--- src/rtl/pc_sequencer.sv ---
// rtl/pc_sequencer.sv - multi-cycle fetch/decode/execute/mem/writeback sequencer for the RV32 core
// Trap and halt are terminal/parking states; all outputs decode from state and the decoded class.
module pc_sequencer #(
  parameter int MEM_TIMEOUT = 16,
  parameter int INSTRET_W   = 32
) (
  input  logic                 clk,
  input  logic                 resetN,
  input  logic [2:0]           instrClass,
  input  logic                 imemReady,
  input  logic                 dmemReady,
  input  logic                 haltReq,
  output logic                 imemReq,
  output logic                 dmemReq,
  output logic                 dmemWe,
  output logic                 irWrite,
  output logic                 regWrite,
  output logic [1:0]           pcSelector,
  output logic                 halted,
  output logic                 trap,
  output logic [1:0]           trapCause,
  output logic [INSTRET_W-1:0] instret
);

  localparam int CNT_W = $clog2(MEM_TIMEOUT + 1);
  localparam logic [CNT_W-1:0] CNT_LAST = CNT_W'(MEM_TIMEOUT - 1);

  localparam logic [2:0] CLS_ALU    = 3'd0;
  localparam logic [2:0] CLS_LOAD   = 3'd1;
  localparam logic [2:0] CLS_STORE  = 3'd2;
  localparam logic [2:0] CLS_BRANCH = 3'd3;
  localparam logic [2:0] CLS_JUMP   = 3'd4;

  localparam logic [1:0] PC_INC  = 2'd0;
  localparam logic [1:0] PC_JMP  = 2'd1;
  localparam logic [1:0] PC_BR   = 2'd2;
  localparam logic [1:0] PC_HOLD = 2'd3;

  localparam logic [1:0] CAUSE_ILLEGAL = 2'd1;
  localparam logic [1:0] CAUSE_IMEM    = 2'd2;
  localparam logic [1:0] CAUSE_DMEM    = 2'd3;

  typedef enum logic [2:0] {
    S_FETCH,
    S_DECODE,
    S_EXECUTE,
    S_MEM,
    S_WRITEBACK,
    S_HALT,
    S_TRAP
  } state_t;

  state_t                 state_q, state_d;
  logic [CNT_W-1:0]       cnt_q, cnt_d;
  logic [1:0]             cause_q, cause_d;
  logic [INSTRET_W-1:0]   instret_q, instret_d;

  always_comb begin
    state_d   = state_q;
    cnt_d     = cnt_q;
    cause_d   = cause_q;
    instret_d = instret_q;
    case (state_q)
      S_FETCH: begin
        if (imemReady) begin
          state_d = S_DECODE;
        end else if (cnt_q == CNT_LAST) begin
          state_d = S_TRAP;
          cause_d = CAUSE_IMEM;
        end else begin
          cnt_d = cnt_q + 1'b1;
        end
      end
      S_DECODE: state_d = S_EXECUTE;
      S_EXECUTE: begin
        case (instrClass)
          CLS_ALU, CLS_BRANCH, CLS_JUMP: state_d = S_WRITEBACK;
          CLS_LOAD, CLS_STORE: begin
            state_d = S_MEM;
            cnt_d   = '0;
          end
          default: begin
            state_d = S_TRAP;
            cause_d = CAUSE_ILLEGAL;
          end
        endcase
      end
      S_MEM: begin
        if (dmemReady) begin
          state_d = S_WRITEBACK;
        end else if (cnt_q == CNT_LAST) begin
          state_d = S_TRAP;
          cause_d = CAUSE_DMEM;
        end else begin
          cnt_d = cnt_q + 1'b1;
        end
      end
      S_WRITEBACK: begin
        instret_d = instret_q + 1'b1;
        cnt_d     = '0;
        state_d   = haltReq ? S_HALT : S_FETCH;
      end
      S_HALT: begin
        if (!haltReq) begin
          state_d = S_FETCH;
          cnt_d   = '0;
        end
      end
      S_TRAP:  state_d = S_TRAP;
      default: state_d = S_FETCH;
    endcase
  end

  always_ff @(posedge clk or negedge resetN) begin
    if (!resetN) begin
      state_q   <= S_FETCH;
      cnt_q     <= '0;
      cause_q   <= 2'd0;
      instret_q <= '0;
    end else begin
      state_q   <= state_d;
      cnt_q     <= cnt_d;
      cause_q   <= cause_d;
      instret_q <= instret_d;
    end
  end

  // Fetch outputs are gated by resetN so every request is low while reset is held.
  always_comb begin
    imemReq    = resetN && (state_q == S_FETCH);
    irWrite    = resetN && (state_q == S_FETCH) && imemReady;
    dmemReq    = (state_q == S_MEM);
    dmemWe     = (state_q == S_MEM) && (instrClass == CLS_STORE);
    regWrite   = (state_q == S_WRITEBACK) &&
                 ((instrClass == CLS_ALU) || (instrClass == CLS_LOAD) || (instrClass == CLS_JUMP));
    pcSelector = PC_HOLD;
    if (state_q == S_WRITEBACK) begin
      if (instrClass == CLS_BRANCH)    pcSelector = PC_BR;
      else if (instrClass == CLS_JUMP) pcSelector = PC_JMP;
      else                             pcSelector = PC_INC;
    end
    halted     = (state_q == S_HALT);
    trap       = (state_q == S_TRAP);
    trapCause  = cause_q;
    instret    = instret_q;
  end

endmodule
--- config.mk ---
export PLATFORM = sky130hd
export DESIGN_NAME = pc_sequencer
export DESIGN_NICKNAME = d
export VERILOG_FILES = /design/src/rtl/pc_sequencer.sv
export SDC_FILE = /design/constraint.sdc
export NUM_CORES = 1
export LEC_CHECK = 0
export ABC_AREA = 1
export ABC_CLOCK_PERIOD_IN_PS = 3900
export CAP_MARGIN = 20
export CORE_ASPECT_RATIO = 2
export CORE_MARGIN = 2
export CORE_UTILIZATION = 55
export CTS_CLUSTER_SIZE = 24
export DETAILED_ROUTE_END_ITERATION = 12
export PLACE_DENSITY_LB_ADDON = 0.2
export SYNTH_ARGS = -nofsm -noshare
export SYNTH_HDL_FRONTEND = slang
export SYNTH_SLANG_ARGS = --single-unit
--- constraint.sdc ---
create_clock -name clk -period 3.9 [get_ports clk]
set_input_delay 0.78 -clock clk [delete_from_list [all_inputs] [get_ports clk]]
set_output_delay 0.78 -clock clk [all_outputs]
set_load 0.02 [all_outputs]
After elaboration in Yosys (flattened, before gate mapping)
Cells that the tools add are included.
{"block": "op_classes", "addsub": 2, "n_eq_ne": 18, "n_mux": 22, "n_reduce_logical": 15}
{"cell": "adder 32 x 1 -> 32 bit (second input constant)", "count": 1}
{"cell": "two-way mux 5 bit", "count": 5}
{"cell": "case mux 5 bit (5 select lines)", "count": 1}
{"cell": "case mux 3 bit (7 select lines)", "count": 1}
{"cell": "two-way mux 3 bit", "count": 5}
{"cell": "two-way mux 2 bit", "count": 7}
{"cell": "== test 3 x 2 -> 1 bit (second input constant)", "count": 4}
{"cell": "== test 3 bit (second input constant)", "count": 4}
{"cell": "!= test 2 bit (second input constant)", "count": 6}
{"cell": "== test 3 x 1 -> 1 bit (second input constant)", "count": 2}
{"cell": "logical NOT 3 bit", "count": 2}
{"cell": "case mux 2 bit (3 select lines)", "count": 1}
{"cell": "case mux 3 bit (2 select lines)", "count": 1}
{"cell": "AND reduction 6 bit", "count": 1}
{"cell": "adder 5 x 1 -> 5 bit (second input constant)", "count": 1}
{"cell": "== test 5 x 4 -> 1 bit (second input constant)", "count": 1}
{"cell": "AND reduction 5 bit", "count": 1}
{"cell": "nonzero test 5 bit", "count": 1}
{"cell": "OR reduction 5 bit", "count": 1}
{"cell": "logical AND 1 bit", "count": 4}
{"cell": "nonzero test 3 bit", "count": 1}
{"cell": "OR reduction 3 bit", "count": 1}
{"cell": "logical OR 1 bit", "count": 2}
{"cell": "!= test 2 x 1 -> 1 bit (second input constant)", "count": 1}
{"cell": "2 further kinds", "count": 2}
{"block": "word_totals", "ff_bits": 42, "in_bits": 8, "output_inout_bits": 43}

Longest topological paths before layout
Gate-level depths: netlist (run 1).
{"block": "logic_depth", "ltp_word": 4, "mapped_depth": 10}

Worst setup path before layout (run 1)
Ideal clock, no wire load.
{"block": "synth_timing", "path_kind": "input-to-output", "start": "input port instrClass[1]", "end": "output port pcSelector[0]", "t_arrival_ps": 1400, "t_required_ps": 3120, "path_slack_ps": 1720, "cell_stages": 3, "path_cell_list": "inv_1 > nand2_1 > o21ai_0"}
{"block": "synth_via", "elab_chain_len": 4, "word_cells_on_any_way": 5, "cone_classes": "2 x eq/ne; 3 x mux"}
{"item": "start, declared", "line": "9", "text": "input logic [2:0] instrClass,"}
{"item": "== test 3 bit", "line": "139", "text": "else if (instrClass == CLS_JUMP) pcSelector = PC_JMP;"}
{"item": "two-way mux 1 bit", "line": "139"}
{"item": "two-way mux 2 bit (*)", "line": "138", "text": "if (instrClass == CLS_BRANCH) pcSelector = PC_BR;"}
{"item": "two-way mux 2 bit (*)", "line": "137", "text": "if (state_q == S_WRITEBACK) begin"}
{"item": "end, declared", "line": "18", "text": "output logic [1:0] pcSelector,"}
Mark *: on every way between the ends. The rest lies on a longest branch, timed or not.

Worst setup path after layout (run 1)
Ends and elaborated chain as after synthesis.

==> results of run 1 <==
## through the flow
step,std cells,setup WS [ns]
2_1_floorplan,344,1.720
3_3_place_gp,447,0.9487
3_5_place_dp,447,0.8896
4_1_cts,455,0.8701
5_1_grt,455,0.7549
6_report,455,0.8753
## state kept, by name, indices dropped and copies added, names as in the netlist
signal / count
state_q: 3
instret: 32
cnt_q: 5
trapCause: 2
## logic make-up after synthesis
kind of cell,Yosys count
simple gates,222
flops,42
buf+inv,41
xor+xnor,22
compound gates,14
fa+ha+maj,3
## cells in the mapped netlist, types with 2 or more instances
cell type / number
nand2_1: 105
nor2_1: 48
dfrtp_1: 42
inv_1: 35
nand3_1: 28
xor2_1: 13
xnor2_1: 9
nand2_2: 6
nand3b_1: 5
nand4_1: 5
nor2_4: 5
o21ai_0: 5
a21oi_1: 4
nand3_2: 4
nor2_2: 4
buf_6: 3
ha_1: 3
nand2_4: 3
nor3_1: 3
inv_2: 2
o21ai_1: 2
## tightest hold or removal path: stages (launching register included)
cell,delay [ns]
dfrtp_1,0.35
nand2_1,0.05
nand2_1,0.05
## power by group
group	internal (W)	total, W	switching, W
clock	0.000143	0.000292	0.000149
sequential	0.000504	0.000598	0.0000937
combinational	0.000262	0.000687	0.000425
total	0.000909	0.00158	0.000668
## area by class of cell
cell class              instances  area [µm²]  area share [%]
multi-input cells             261        1368           42.38
flip-flops and latches         42        1051           32.57
repair buffers                 51       503.0           15.59
inverters                      38       145.1           4.498
clock buffers                   7       86.33           2.675
well taps                      55       68.82           2.133
clock inverters                 1       5.005          0.1551
## routing by layer
layer | track usage (%) | wire length [µm] | part of all wire (%)
met4 | 11.44 | 180 | 2.9
met2 | 48.85 | 3492 | 57
met5 | 0 | 0 | 0
met3 | 3.687 | 174 | 2.8
met1 | 26.49 | 2281 | 37
## worst max-delay path by stage
| stage | end | startpoint |
|---|---|---|
| after floorplan | pcSelector[0] | instrClass[1] |
| after global placement | regWrite | instrClass[2] |
| after detailed placement | pcSelector[0] | instrClass[0] |
| after CTS | pcSelector[0] | instrClass[1] |
| after global routing | pcSelector[0] | instrClass[1] |
| final | pcSelector[0] | instrClass[1] |
==> results_dict.tcl, run 1 <==
set metrics [dict create \
    final_cell_mix "nand2_1 (105), clkdlybuf4s50_1 (49), nor2_1 (48)" \
    timing.hold.ws_ns 0.4857 \
    gp_congestion 0.8563 \
    hold_viol 0 \
    synth_cell_type_count 31 \
    die_area_um2 5322 \
    die_h_um 101.2 \
    synth_top_family_by_area "simple AND/OR/NAND/NOR gates" \
    r2r_slack_ns 2.02 \
    die_w_um 52.60 \
    clk_latency_ns 0.29 \
    ff2ff_path_depth 8 \
    syn_nets 355 \
    maxCapViolations 0 \
    period_share_pct 77.56 \
    crit_buf_inv 3 \
    antenna_found_initial 0 \
    postLayoutCoreUtil_pct 70.85 \
    crit_top_cell "clkdlybuf4s50_1" \
    final_common_cell "nand2_1" \
    worstPathArrival_ns 2.24 \
    hp-class "reg2reg" \
    setup_viol 0 \
    hold_start "trapCause[0]$_DFFE_PN0P_" \
    root_buffer "clkbuf_8" \
    worst_pin_slew_ns 0.5305 \
    drc 0 \
    dp_hpwl_um 4811 \
    synth_compound_area_share_pct 2.987 \
    grt_start_max_net_pins 43 \
    portBuffers 50 \
    holdPathStages 2 \
    cp_slowest_cell "clkdlybuf4s50_1" \
    grt_overflow 0 \
    avgRoutedWirePerCell_um 13.47 \
    reg2reg_to "trapCause[0]$_DFFE_PN0P_" \
    ys_ff_latch 42 \
    clk_path_buf_depth 2 \
    postCtsSetupRepairBufs 0 \
    yosys.area_share.adder_pct 1.445 \
    criticalPathCategory "in2out" \
    rsz0062_at_grt "false" \
    h-tree-depth 2 \
    tritoncts "done" \
    stdcell_area_um2 3227 \
    drt-initial-drc-count 40 \
    synth_ff_type "dfrtp_1" \
    required_ns 3.12 \
    cp-start-kind "input port" \
    syn_to_final_growth_pct 24.23 \
    ys_async_sr_fraction_pct 100.0 \
    synth-simple-area-share_pct 40.80 \
    r2r-start "cnt_q[0]$_DFFE_PN0P_" \
    cp.depth 5 \
    core_area_um2 4554 \
    cts_resized 0 \
    start_util_pct 57.03 \
    cts_sinks 42 \
    synthXorXnorAreaFrac_pct 7.418 \
    fill_cells 392 \
    rows 35 \
    first_pass_iters 4 \
    power.total_w 0.001577 \
    yosysWarnings 0 \
    fin_nets 410 \
    n_antenna_cell 0 \
    slew_headroom_pct 64.63 \
    crit_chain "clkdlybuf4s50_1 -> inv_1 -> nand2_1 -> o21ai_0 -> clkdlybuf4s50_1" \
    synth_top_cell_by_area "dfrtp_1" \
    grt_use_total_pct 25.78 \
    end_kind "primary output" \
    p_per_area_nw_per_um2 488.7 \
    path_max_fanout 4 \
    yosysTopAreaCellShare_pct 40.46 \
    syn_area_um2 2597 \
    peakVddDrop_mv 0.5571 \
    placed_area_um2 3136 \
    drive_gt1_share_pct 9.500 \
    synthMuxAreaShare_pct 0 \
    ys_seq_area_share_pct 40.46 \
    wirelength_um 6129 \
    fin_crit_ns 3.025 \
    vias_per_cell 5.279 \
    grt_pass1_vias 2344 \
    status "completed" \
    fin_worst_skew_ns 0.004255 \
    cpLargestDelayFamily "buffers and inverters" \
    num_vias 2402 \
    holdPathEnd "trapCause[0]$_DFFE_PN0P_" \
    grt_pass1_wl_um 10360 \
    syn_avg_cell_area_um2 7.551 \
    leakagePower_nw 1.554 \
    fmax_mhz 330.6 \
    synthTopCellsByArea "dfrtp_1 (40%), nand2_1 (15%), nor2_1 (6.9%)" \
    io_pins 51 \
    final_antenna_net_count 0 \
    clk_pin_slew_worst_paths_ns 0.08 \
    critical-path-max-stage-delay_ns 0.64 \
    drv_slew 0 \
    cts_made_buffers 5 \
    synth-edff-count 0 \
    postCtsHoldBufs 0 \
    netlist_instances 344 \
    fin_setup_tns_ns 0 \
]
Note: power is estimated with default switching activity, not from simulation.
==> inputs of run 2 (changes only) <==
Settings changed: ABC_CLOCK_PERIOD_IN_PS 3900 to 3050, CORE_UTILIZATION 55 to 52.
Clock period 3.9 ns to 3.05 ns, I/O delays scaled along.
==> run 2 against run 1 <==
Against the previous run:
- routed wire length shrank 1.2%
- combinational power grew 30%
- die area grew 5.4%
- sequential power is 28% higher
- critical path type unchanged
- first-iteration DRC count rose by 18%
- utilization decreased by 3.2 points
- critical path depth is the same
- highest routed layer unchanged
- final area is 1.1% higher
- clock power up 52%
==> results_dict.tcl, run 2 (synthesis gave the netlist of run 1 again) <==
set metrics [dict create \
    avgRoutedWirePerCell_um 13.19 \
    rows 36 \
    ff2ff_path_depth 9 \
    critPathLaunch "instrClass[2]" \
    power.total_w 0.002102 \
    cts_resized 0 \
    final_common_cell "nand2_1" \
    fin_setup_tns_ns 0 \
    clk_pin_slew_worst_paths_ns 0.08 \
    status "completed" \
    postCtsSetupRepairBufs 0 \
    r2r_slack_ns 1.25 \
    leakagePower_nw 1.573 \
    crit_buf_inv 3 \
    clk_path_buf_depth 2 \
    grt-busiest-layer "met2" \
    start_util_pct 53.89 \
    cts_sinks 42 \
    grtUsageMet2_pct 43.64 \
    maxCapViolations 0 \
    timing.hold.ws_ns 0.3940 \
    antenna_found_initial 0 \
    fin_worst_skew_ns 0.009512 \
    multiInputGateArea_um2 1368 \
    drt-initial-drc-count 47 \
    grt_util_met3_pct 4.741 \
    r2r-start "state_q[0]$_DFFE_PN0N_" \
    criticalPathCategory "in2out" \
    die_area_um2 5611 \
    grt_overflow 0 \
    reg2reg_to "instret[21]$_DFFE_PN0N_" \
    final_cell_mix "nand2_1 (105), clkdlybuf4s50_1 (49), nor2_1 (48)" \
    period_share_pct 88.54 \
    clk_latency_ns 0.30 \
    grt_use_total_pct 24.42 \
    grt_pass1_wl_um 10350 \
    fmax_mhz 370.3 \
    core_area_um2 4820 \
    worst_pin_slew_ns 0.5306 \
    drive_gt1_share_pct 10.20 \
    die_h_um 104.0 \
    io_pins 51 \
    fill_cells 441 \
    grt_pass1_vias 2393 \
    path_max_fanout 4 \
    worstPathArrival_ns 2.09 \
    crit_top_cell "clkdlybuf4s50_1" \
    hold_viol 0 \
    critical-path-max-stage-delay_ns 0.63 \
    postCtsHoldBufs 0 \
    end_kind "primary output" \
    fin_crit_ns 2.700 \
    dp_hpwl_um 4756 \
    largest_reg_flops 32 \
    cpLargestDelayFamily "buffers and inverters" \
    cp_slowest_cell "clkdlybuf4s50_1" \
    endpoint "regWrite" \
    required_ns 2.44 \
    die_w_um 53.98 \
    root_buffer "clkbuf_8" \
    hp-class "in2async" \
    use_met1_pct 25.19 \
    portBuffers 50 \
    first_pass_iters 4 \
    grt_start_max_net_pins 43 \
    fin_nets 412 \
    h-tree-depth 2 \
    peakVddDrop_mv 0.5461 \
    rsz0062_at_grt "false" \
    slew_headroom_pct 64.63 \
    n_antenna_cell 0 \
    cp-start-kind "input port" \
    tritoncts "done" \
    p_per_area_nw_per_um2 644.4 \
    final_antenna_net_count 0 \
    num_vias 2382 \
    crit_chain "clkdlybuf4s50_1 -> inv_1 -> nand3_1 -> a21oi_1 -> clkdlybuf4s50_1" \
    wirelength_um 6055 \
    setup_viol 0 \
    gp_congestion 0.8423 \
    cts_made_buffers 5 \
    drv_slew 0 \
    cp.depth 5 \
    syn_to_final_growth_pct 25.58 \
    vias_per_cell 5.190 \
    drc 0 \
    regArea_um2 1051 \
]
==> run 2: cell count changes in the layout (fill, tap and decap cells not counted) <==
cell	before	now
clkbuf_1	1	0
bufinv_16	0	1
clkinv_2	1	2
clkbuf_8	6	5
buf_4	1	3
==> run 2: worst min path at each step <==
stage / endpoint / cells past startpoint
after floorplan: cnt_q[0]$_DFFE_PN0P_ / 0
after global routing: instret[4]$_DFFE_PN0N_ / 2
after detailed placement: trapCause[0]$_DFFE_PN0P_ / 2
final: instret[4]$_DFFE_PN0N_ / 2
after global placement: cnt_q[4]$_DFFE_PN0P_ / 2
after CTS: instret[4]$_DFFE_PN0N_ / 2
==> run 2: power breakdown <==
part	switching (W)	internal (W)
combinational	0.000546	0.000349
clock	0.000203	0.000241
sequential	0.000119	0.000645
==> run 2: routing by layer <==
layer / wire length, µm / up-vias
li1: - / 1194
met1: 2170 / 1111
met2: 3395 / 61
met3: 259 / 16
met4: 230 / 0
met5: 0 / -
==> run 2: through the flow <==
stage               cell area (µm²)  instances  utilization [%]  setup WS, ns
finish                         3262        459            67.68        0.3496
global route                   3262        459            67.68        0.2748
CTS                            3262        459            67.68        0.3444
global placement               3153        451            65.42        0.4600
detailed placement             3153        451            65.42        0.3582
floorplan                      2597        344                -         1.210
==> run 2: area by class of cell <==
type | count | area share, %
clock buffer | 5 | 2.110
clock inverter | 3 | 1.227
inverter | 38 | 4.450
multi-input combinational | 261 | 41.93
sequential | 42 | 32.22
tap | 57 | 2.186
timing repair buffer | 53 | 15.88
==> inputs of run 3 (changes only) <==
Settings changed: ABC_CLOCK_PERIOD_IN_PS 3050 to default, CAP_MARGIN 20 to default, CORE_MARGIN 2 to 3.
==> run 3 against run 2 <==
Against the previous run:
- total power grew 0.45%
- clock power grew 2%
- via count grew 0.46%
- critical endpoint is now pcSelector[0]
==> results_dict.tcl, run 3 (synthesis gave the netlist of run 1 again) <==
set metrics [dict create \
    met2WireLength_um 3560 \
    gp_congestion 0.8500 \
    syn_to_final_growth_pct 25.63 \
    stdcell_area_um2 3263 \
    start_util_pct 54.92 \
    antenna_found_initial 0 \
    vias_per_cell 5.248 \
    crit_chain "clkdlybuf4s50_1 -> inv_1 -> nand2_1 -> o21ai_0 -> clkdlybuf4s50_1" \
    clk_path_buf_depth 2 \
    drv_slew 0 \
    cts_sinks 42 \
    rows 35 \
    stdcell_count 456 \
    drc 0 \
    first_pass_iters 5 \
    final_cell_mix "nand2_1 (105), clkdlybuf4s50_1 (49), nor2_1 (48)" \
    postCtsHoldBufs 0 \
    wirelength_um 6163 \
    clk_latency_ns 0.29 \
    required_ns 2.44 \
    p_int_w 0.001256 \
    fin_crit_ns 2.743 \
    cts_made_buffers 5 \
    grt_pass1_wl_um 10360 \
    avgRoutedWirePerCell_um 13.52 \
    setup_viol 0 \
    num_vias 2393 \
    crit_top_cell "clkdlybuf4s50_1" \
    hold_viol 0 \
    io_pins 51 \
    peakVddDrop_mv 0.5702 \
    highest_layer "met4" \
    hp-class "in2async" \
    dr_wl_met3_um 244 \
    clkPwrFrac_pct 21.4 \
    p_per_area_nw_per_um2 647.0 \
    fin_nets 412 \
    tritoncts "done" \
    postCtsSetupRepairBufs 0 \
    fin_ws_ns 0.3065 \
    core_area_um2 4730 \
    multiInputGateArea_um2 1368 \
    final_antenna_net_count 0 \
    clk_pin_slew_worst_paths_ns 0.08 \
    status "completed" \
    maxCapViolations 0 \
    cp-start-kind "input port" \
    root_buffer "clkbuf_8" \
    largest_reg_flops 32 \
    regArea_um2 1051 \
    placed_cells 449 \
    die_h_um 106.0 \
    final_common_cell "nand2_1" \
    drive_gt1_share_pct 9.975 \
    path_max_fanout 4 \
    power_frac_seq_pct 36.0 \
    leakagePower_nw 1.573 \
    comb_power_share_pct 42.6 \
    grt_start_max_net_pins 43 \
    portBuffers 50 \
    grt_use_total_pct 21.63 \
    grt_overflow 0 \
    switchingPower_w 0.0008550 \
    slew_headroom_pct 64.38 \
    post-place-ws_ns 0.3449 \
    swShare_pct 40.50 \
    fmax_mhz 364.5 \
    criticalPathCategory "in2out" \
    worst_pin_slew_ns 0.5342 \
    critical-path-max-stage-delay_ns 0.66 \
    period_share_pct 89.95 \
    cp_slowest_cell "clkdlybuf4s50_1" \
    power.total_w 0.002111 \
    grt_pass1_vias 2397 \
    cts_resized 0 \
    dp_hpwl_um 4830 \
    fill_cells 403 \
    n_antenna_cell 0 \
    die_area_um2 5931 \
    fin_setup_tns_ns 0 \
    drt-initial-drc-count 88 \
    end_kind "primary output" \
    placed_area_um2 3151 \
    die_w_um 55.98 \
    worstPathArrival_ns 2.13 \
    h-tree-depth 2 \
    wl_met1_um 2205 \
    fin_worst_skew_ns 0.01095 \
    rsz0062_at_grt "false" \
]
-- run 3: cell count changes in the layout (fill, tap and decap cells not counted) --
cell	previous run	this run
clkbuf_8	5	6
clkinv_2	2	0
-- run 3: per-stage QoR --
step	hold WS, ns	util [%]
floorplan	0.3144	-
global placement	0.4555	66.61
detailed placement	0.4743	66.61
CTS	0.4282	68.99
global route	0.4484	68.99
finish	0.4026	68.99
-- run 3: path summary, 6_finish.rpt --
| path | startpoint | end | slack (ns) | cells after the start |
|---|---|---|---|---|
| min | resetN | instret[4]$_DFFE_PN0N_ | 0.40 | 2 |
| min in group clk | trapCause[1]$_DFFE_PN0P_ | trapCause[1]$_DFFE_PN0P_ | 0.49 | 2 |
| max | instrClass[0] | pcSelector[0] | 0.31 | 5 |
| max reg2reg | cnt_q[0]$_DFFE_PN0P_ | trapCause[1]$_DFFE_PN0P_ | 1.23 | 8 |
| min reg2reg | trapCause[1]$_DFFE_PN0P_ | trapCause[1]$_DFFE_PN0P_ | 0.49 | 2 |
| max in group asynchronous | resetN | instret[10]$_DFFE_PN0N_ | 2.27 | 2 |
-- run 3: worst max-delay path: cells and delay by family --
kind / cells / cell delay [ns]
AND/OR/NAND/NOR: 1 / 0.09
AO/OA/AOI/OAI: 1 / 0.24
buffers and inverters: 3 / 1.19
-- run 3: cell type report --
| type | instances | share of cell area [%] |
|---|---|---|
| sequential | 42 | 32.21 |
| clock inverter | 1 | 0.9202 |
| tap | 55 | 2.109 |
| multi-input combinational | 261 | 41.91 |
| inverter | 38 | 4.448 |
| timing repair buffer | 53 | 15.87 |
| clock buffer | 6 | 2.531 |
-- run 3: power groups by stage --
stage | clock network [W] | logic [W] | registers [W]
floorplan | 0 | 0.000595 | 0.000790
global placement | 0 | 0.000882 | 0.000770
detailed placement | 0 | 0.000901 | 0.000769
CTS | 0.000457 | 0.000904 | 0.000761
global route | 0.000476 | 0.000988 | 0.000778
finish | 0.000451 | 0.000899 | 0.000761
-- run 3: metal layers --
layer  up-vias  track usage [%]
li1       1190                -
met1      1126            21.90
met2        63            42.46
met3        14            3.645
met4         0            7.810
met5         -                0
